## config.mk

```make
export PLATFORM = sky130hd
export DESIGN_NAME = regfile_dump_reader
export DESIGN_NICKNAME = d
export VERILOG_FILES = /design/src/rtl/regfile_dump_pkg.sv /design/src/rtl/regfile_dump_reader.sv
export SDC_FILE = /design/constraint.sdc
export NUM_CORES = 1
export LEC_CHECK = 0
export ABC_AREA = 1
export CORE_ASPECT_RATIO = 2
export CORE_UTILIZATION = 45
export CTS_BUF_LIST = sky130_fd_sc_hd__clkbuf_16
export DETAILED_ROUTE_END_ITERATION = 8
export GPL_ROUTABILITY_DRIVEN = 0
export PLACE_DENSITY = 0.93
export RECOVER_POWER = 100
export SLEW_MARGIN = 20
export SYNTH_ARGS = -nofsm -noshare
export SYNTH_HDL_FRONTEND = slang
export SYNTH_SLANG_ARGS = --single-unit
```

## constraint.sdc

```tcl
create_clock -name clk -period 2.8 [get_ports clk]
set_input_delay 0.42 -clock clk [delete_from_list [all_inputs] [get_ports clk]]
set_output_delay 0.42 -clock clk [all_outputs]
set_load 0.02 [all_outputs]
```

## src/rtl/regfile_dump_pkg.sv

```systemverilog
// Shared definitions for the register-file dump reader: FSM state encoding
// and register-file geometry constants.
package regfile_dump_pkg;

  typedef enum logic [2:0] {
    IDLE = 3'd0,
    READ = 3'd1,
    SEND = 3'd2,
    CHK  = 3'd3,
    FIN  = 3'd4
  } state_t;

  localparam int         NUM_REGS       = 32;
  localparam logic [4:0] CHECKSUM_INDEX = 5'h1F;

endpackage

```

## src/rtl/regfile_dump_reader.sv

```systemverilog
// Register-file dump reader: walks START_INDEX..END_INDEX through the
// register file's combinational read port and streams each value out over a
// valid/ready interface. The CPU is held for as long as a dump is active.
// Optional feature macro: REGFILE_DUMP_CHECKSUM_EN appends one extra word
// carrying the XOR of all dumped words, tagged with an all-ones index.
module regfile_dump_reader
  import regfile_dump_pkg::*;
#(
  parameter int DATA_WIDTH  = 32,
  parameter int ADDR_WIDTH  = 5,
  parameter int START_INDEX = 0,
  parameter int END_INDEX   = 31
) (
  input  logic                  clk,
  input  logic                  rst_n,
  input  logic                  start,
  input  logic                  abort,
  output logic [ADDR_WIDTH-1:0] rd_addr,
  input  logic [DATA_WIDTH-1:0] rd_data,
  output logic                  out_valid,
  input  logic                  out_ready,
  output logic [DATA_WIDTH-1:0] out_data,
  output logic [ADDR_WIDTH-1:0] out_index,
  output logic                  out_last,
  output logic                  busy,
  output logic                  hold_cpu,
  output logic                  done
);

  localparam logic [ADDR_WIDTH-1:0] FIRST_IDX = ADDR_WIDTH'(START_INDEX);
  localparam logic [ADDR_WIDTH-1:0] LAST_IDX  = ADDR_WIDTH'(END_INDEX);

  state_t                state;
  state_t                state_next;
  logic [ADDR_WIDTH-1:0] idx;
  logic                  xfer;
  logic                  at_last;
  logic                  kill;

`ifdef REGFILE_DUMP_CHECKSUM_EN
  logic [DATA_WIDTH-1:0] chk_acc;
`endif

  assign xfer     = out_valid && out_ready;
  // The counter never steps past END_INDEX, so it cannot wrap even when
  // END_INDEX is the top of the ADDR_WIDTH range.
  assign at_last  = (idx == LAST_IDX);
  assign kill     = abort && (state != IDLE);
  assign rd_addr  = idx;
  assign busy     = (state != IDLE);
  assign hold_cpu = busy;
  assign done     = (state == FIN);

  // State register.
  always_ff @(posedge clk or negedge rst_n) begin
    if (!rst_n) state <= IDLE;
    else        state <= state_next;
  end

  // Next-state logic; abort overrides everything, including a transfer.
  always_comb begin
    state_next = state;
    unique case (state)
      IDLE: if (start) state_next = READ;
      READ: state_next = SEND;
      SEND: begin
        if (xfer) begin
          if (at_last) begin
`ifdef REGFILE_DUMP_CHECKSUM_EN
            state_next = CHK;
`else
            state_next = FIN;
`endif
          end else begin
            state_next = READ;
          end
        end
      end
      CHK:     if (xfer) state_next = FIN;
      FIN:     state_next = IDLE;
      default: state_next = IDLE;
    endcase
    if (kill) state_next = IDLE;
  end

  // Index counter, output word register and (optionally) the running XOR.
  always_ff @(posedge clk or negedge rst_n) begin
    if (!rst_n) begin
      idx       <= FIRST_IDX;
      out_valid <= 1'b0;
      out_data  <= '0;
      out_index <= '0;
      out_last  <= 1'b0;
    end else if (kill) begin
      out_valid <= 1'b0;
      out_last  <= 1'b0;
    end else begin
      unique case (state)
        IDLE: begin
          if (start) begin
            idx <= FIRST_IDX;
`ifdef REGFILE_DUMP_CHECKSUM_EN
            chk_acc <= '0;
`endif
          end
        end
        READ: begin
          out_data  <= rd_data;
          out_index <= idx;
          out_valid <= 1'b1;
`ifdef REGFILE_DUMP_CHECKSUM_EN
          out_last  <= 1'b0;
`else
          out_last  <= at_last;
`endif
        end
        SEND: begin
          if (xfer) begin
            out_valid <= 1'b0;
            out_last  <= 1'b0;
            if (!at_last) idx <= idx + ADDR_WIDTH'(1);
`ifdef REGFILE_DUMP_CHECKSUM_EN
            chk_acc <= chk_acc ^ out_data;
            // The checksum word follows the final register directly.
            if (at_last) begin
              out_data  <= chk_acc ^ out_data;
              out_index <= '1;
              out_last  <= 1'b1;
              out_valid <= 1'b1;
            end
`endif
          end
        end
        CHK: begin
          if (xfer) begin
            out_valid <= 1'b0;
            out_last  <= 1'b0;
          end
        end
        default: ;
      endcase
    end
  end

endmodule

```

==> results of run 1 <==
-- kinds of logic after synthesis --
kind of cell / synth area share [%]
AO/OA/AOI/OAI: 0.495
flip-flops: 58.3
AND/OR/NAND/NOR: 34.4
adder cells (fa/ha/maj): 1.86
buffers and inverters: 4.96
-- placed cells by master (no fill, tap or decap) --
cell type,count
bufinv_16,1
nand4_1,2
o21ai_0,2
dlygate4sd3_1,48
nand2_1,140
clkdlybuf4s50_1,34
inv_4,2
ha_1,3
inv_2,1
nor2_2,1
nor3_1,2
clkbuf_16,5
dfrtp_1,47
inv_1,6
nand2_2,4
nor2_1,12
nand3_1,9
nand3b_1,2
inv_6,1
clkbuf_2,2
clkinvlp_4,1
-- sequential cells by signal, summed over array words and instances (netlist names) --
name       count
out_data      32
out_index      5
out_last       1
out_valid      1
rd_addr        5
state          3
-- power by group through the flow --
stage | Clock, uW | Combinational (uW) | Sequential (uW)
after floorplan | 0 | 602 | 1420
after global routing | 716 | 1620 | 1150
after global placement | 0 | 1560 | 1120
after detailed placement | 0 | 1600 | 1130
after CTS | 680 | 1610 | 1120
final | 671 | 1480 | 1110
-- area by class of cell --
type | instances | area [sq um] | share of cell area [%]
inverters | 9 | 38.8 | 1.29
clock inverters | 3 | 46.3 | 1.53
repair buffers | 84 | 831 | 27.5
flip-flops and latches | 47 | 1180 | 39.0
well taps | 54 | 67.6 | 2.24
multi-input cells | 177 | 732 | 24.3
clock buffers | 5 | 125 | 4.15
-- through the flow --
step                util (%)  power (uW)  area [sq um]  hold slack, ns
detailed placement      65.9        2720          2860           0.464
floorplan                  -        2020          2020           0.124
global route            69.5        3490          3020           0.438
global placement        65.9        2670          2860           0.461
CTS                     69.8        3410          3030           0.341
finish                  69.5        3260          3020           0.333
-- layer usage --
layer | vias up | GRT usage, % | part of all wire, %
li1 | 902 | - | -
met1 | 855 | 25.5 | 39
met5 | - | 0 | 0
met3 | 10 | 3.14 | 3.6
met2 | 60 | 40.6 | 55
met4 | 0 | 9.95 | 2.5
-- path summary, 6_finish.rpt --
| path | from | end | slack, ns |
|---|---|---|---|
| max | state[0] | busy | 0.67 |
| min | rst_n | rd_addr[3] | 0.33 |
| max reg2reg | rd_addr[0] | rd_addr[1] | 1.03 |
| min reg2reg | out_index[4] | out_index[4] | 0.47 |
| max in group asynchronous | rst_n | out_data[31] | 1.79 |
| min in group clk | out_index[4] | out_index[4] | 0.47 |
-- cell usage after synthesis --
cell type / count / area [sq um]
nand2_1: 138 / 518
dfrtp_1: 47 / 1180
nor2_1: 12 / 45.0
nand3_1: 9 / 45.0
inv_1: 6 / 22.5
nand2_2: 5 / 31.3
buf_2: 4 / 20.0
buf_6: 3 / 33.8
ha_1: 3 / 37.5
inv_4: 2 / 12.5
nand3b_1: 2 / 15.0
nand4_1: 2 / 12.5
nor3_1: 2 / 10.0
buf_4: 1 / 7.51
inv_2: 1 / 3.75
nand2_4: 1 / 11.3
nor2_2: 1 / 6.26
o21ai_0: 1 / 5.00
o21ai_1: 1 / 5.00
==> reports/results.ini, run 1 <==
[global_routing]
grt_overflow=0
grt_pass1_wl_um=8310
antenna_found_initial=0
grt_pass1_vias=1835
grt_max_degree=48
track_usage_pct=22.6

[routing]
detail-route-antenna-nets=0
detail_route.iter0.violations=32
via_per_inst=4.82
post_drt_wl_per_cell_um=12.6
vias=1827
totalWireLength_um=4780
dr.pass1.iters=4
drc=0

[clocking]
clkTransAtPathRegs_ns=0.06
clock-sinks=47
htree_levels=2
clock_latency_ns=0.28
cts_resized=0
clockRootBuffer=clkbuf_16
cts_buffers=5
cts_hold_buf=0
cts_buffer_depth=2
cts_setup_buffers=0
cts_tree=built

[placement]
io_buffers=83
hpwl_um=3420
place_ws_ns=1.05
dpl.cell_count=371

[sta]
fmax_mhz=469
drv_slew=0
finalHoldViolCount=0
min_period_over_period_pct=76.1
setup_slack_ns=0.670
worstMarginPinSlew_ns=1.10
finalSetupTns_ns=0
rsz0062_at_grt=false
slew_headroom_pct=26.7
min_period_ns=2.13
final.setup_skew_ns=0.00532
setup_viol=0

[yosys]
synth_seq_cells=47
syn_area_per_cell_sq_um=8.37
synth_cells=241
netlist_area_sq_um=2020
syn-num-nets=281
yosysSeqAreaShare_pct=58.3
synth_cell_types=19
yosysWarnings=0

[floorplanning]
core_sq_um=4340
ios=84
rows=34
dieArea_sq_um=4770
die_x_um=49.4
initial_core_util_pct=46.5
die_h_um=96.7

[critical_path]
crit_path_cell_trace=nor2_2, nand2_2, dlygate4sd3_1
path_depth=3
cp.required_ns=2.38
crit_buf_inv=1
cp-start-kind=flop
worstPathArrival_ns=1.71
critPathTopFamily=buffers and inverters
crit_slowest_cell=dlygate4sd3_1
path_class=flop to output pin
critical_path_peak_fanout=5
crit_path_max_incr_delay_ns=0.67
endpoint_kind=output pin
reg2reg_depth=10

[power_and_ir_drop]
p_int_uw=1950
p_leak_uw=0.00163
combPwrFrac_pct=45.3
power.switching_uw=1310
ir_drop_mv=0.912
powerDensity_nw_per_um2=1080
switching_share_pct=40.1
seq_power_share_pct=34.1
clock_power_share_pct=20.6

[job]
drv_cap=0

[layout]
drive_above_1_share_pct=5.54
fill_cells=347
antenna_cells=0
areaGrowthSynthToFinish_pct=49.5
nNetsFinal=364
fin_cells=379

[outcome]
outcome=completed

[min_path]
hold_path_class=primary input to asynchronous set/reset pin

No activity file was read; power rests on OpenSTA's default activity.
==> run 2: changes to the inputs <==
CORE_UTILIZATION = 38   (was 45)
PLACE_DENSITY = 0.84   (was 0.93)
clock period = 1.7 ns   (was 2.8 ns; I/O delays follow)
==> reports/results.ini, run 2 (synthesis gave the netlist of run 1 again) <==
[sta]
fmax_mhz=604
min_period_over_period_pct=97.4
min_period_ns=1.66
finalHoldViolCount=0  ; unchanged
finalSetupTns_ns=0  ; unchanged
worstMarginPinSlew_ns=1.12  ; +0.0235 ns
final.setup_skew_ns=0.00397  ; -0.00135 ns
setup_viol=0  ; unchanged
setup_slack_ns=0.0441  ; -0.626 ns
fin_hold_ws_ns=0.477  ; +0.143 ns
rsz0062_at_grt=true
slew_headroom_pct=25.1  ; -1.6 points
drv_slew=0  ; unchanged

[critical_path]
cp.required_ns=1.44  ; -0.94 ns
worstPathArrival_ns=1.40  ; -0.31 ns
cp-start-kind=flop
endpoint_kind=output pin
crit_path_max_incr_delay_ns=0.59  ; -0.08 ns
crit_path_cell_trace=buf_4, clkdlybuf4s50_1
critical_path_peak_fanout=6  ; +1
path_class=flop to output pin
r2r_setup_slack_ns=0.10  ; -0.93 ns
crit_slowest_cell=clkdlybuf4s50_1

[clocking]
cts_tree=built
htree_levels=2  ; unchanged
cts_buffers=5  ; unchanged
cts_buffer_depth=2  ; unchanged
cts_setup_buffers=0  ; unchanged
clockRootBuffer=clkbuf_16
clkTransAtPathRegs_ns=0.06  ; about the same
clock_latency_ns=0.28  ; about the same
clock-sinks=47  ; unchanged

[routing]
totalWireLength_um=4800  ; +0.48%
vias=1799  ; -1.5%
dr.pass1.iters=4  ; unchanged
detail_route.iter0.violations=19  ; -41%
via_per_inst=4.64  ; -3.8%
post_drt_wl_per_cell_um=12.4  ; -1.8%
detail-route-antenna-nets=0  ; unchanged
drc=0  ; unchanged

[floorplanning]
die_x_um=53.5  ; +8.5%
initial_core_util_pct=39.3  ; -7.2 points
ios=84  ; unchanged
rows=37  ; +8.8%
core_sq_um=5140  ; +18%
die_h_um=105  ; +8.6%
dieArea_sq_um=5620  ; +18%

[layout]
largest_register=out_data
fin_area_sq_um=3130  ; +3.6%
nNetsFinal=369  ; +1.4%
layout.cells.most_common=nand2_1
areaGrowthSynthToFinish_pct=54.9
fin_util_pct=60.8  ; -8.7 points
final_cell_mix=nand2_1 (138), clkdlybuf4s50_1 (79), dfrtp_1 (47)
fill_cells=424  ; +22%
antenna_cells=0  ; unchanged
drive_above_1_share_pct=6.97  ; +1.4 points
largest_reg_flops=32  ; unchanged

[power_and_ir_drop]
powerDensity_nw_per_um2=1840  ; +70%
ir_drop_mv=1.32  ; +45%
p_leak_uw=0.00160  ; -1.9%

[global_routing]
track_usage_pct=18.9  ; -3.7 points
grt_pass1_vias=1832  ; -0.16%
grt_pass1_wl_um=7860  ; -5.4%
antenna_found_initial=0  ; unchanged
grt_overflow=0  ; unchanged
grt_max_degree=41  ; -15%

[placement]
hpwl_um=3460  ; +1.3%
place_area_sq_um=2920  ; +2.1%
io_buffers=83  ; unchanged
place_ws_ns=0.141  ; -0.913 ns

[outcome]
outcome=completed

[min_path]
hold_path_class=flop to flop

[job]
drv_cap=0  ; unchanged

==> run 2: changes by cell type in the layout (fill, tap and decap cells not counted), moves of 2 or more <==
| cell | change |
|---|---|
| nand2_1 | -2 |
| buf_12 | +2 |
| nand2_4 | +2 |
| clkbuf_2 | -2 |
| buf_4 | +3 |
| clkdlybuf4s50_1 | +45 |
| dlygate4sd2_1 | +3 |
| dlygate4sd3_1 | -47 |
==> run 2: report_power, final <==
part / switching [uW] / leakage [uW] / total, uW / internal, uW
combinational: 1510 / 0.000905 / 2680 / 1170
clock: 396 / 0.0000900 / 1240 / 841
sequential: 267 / 0.000603 / 1830 / 1560
==> run 2: what timing repair did <==
action	4_1_cts	5_1_grt
hold buffers	1	0
setup endpoints to repair	3	6
hold endpoints to repair	18	0
resized for setup	3	2
==> run 2: layout make-up <==
type	count	area, sq um	share of cell area [%]
Clock inverter	3	67.6	2.16
Clock buffer	5	125	4.00
Multi-Input combinational cell	177	752	24.1
Timing Repair Buffer	89	893	28.6
Sequential cell	47	1180	37.6
Inverter	9	38.8	1.24
Tap cell	58	72.6	2.32
==> run 2: layer usage <==
metal	wire length [um]	GRT usage, %	vias to the layer above
li1	-	-	915
met3	159	2.77	10
met5	0	0	-
met2	2770	35.5	52
met4	131	8.65	0
met1	1740	18.5	822
==> run 2: worst paths after layout <==
kind                                 to    startpoint  cells after the start
hold reg to reg            out_index[1]  out_index[1]                      2
setup reg to reg             rd_addr[2]    rd_addr[0]                     10
max in group asynchronous  out_data[21]         rst_n                      3
hold / removal             out_index[1]  out_index[1]                      2
setup / recovery             rd_addr[0]    rd_addr[0]                      2
min in group asynchronous    rd_addr[3]         rst_n                      2
==> run 2: metrics by stage <==
step | power (uW) | instances
after CTS | 5790 | 388
final | 5750 | 388
after global placement | 4470 | 379
after global routing | 6140 | 388
after detailed placement | 4530 | 379
after floorplan | 3320 | 241
==> run 2: critical path: cells and delay by family, from the launching register on <==
family / cells / cell delay (ns)
buffers and inverters: 2 / 0.74
DFF: 1 / 0.37
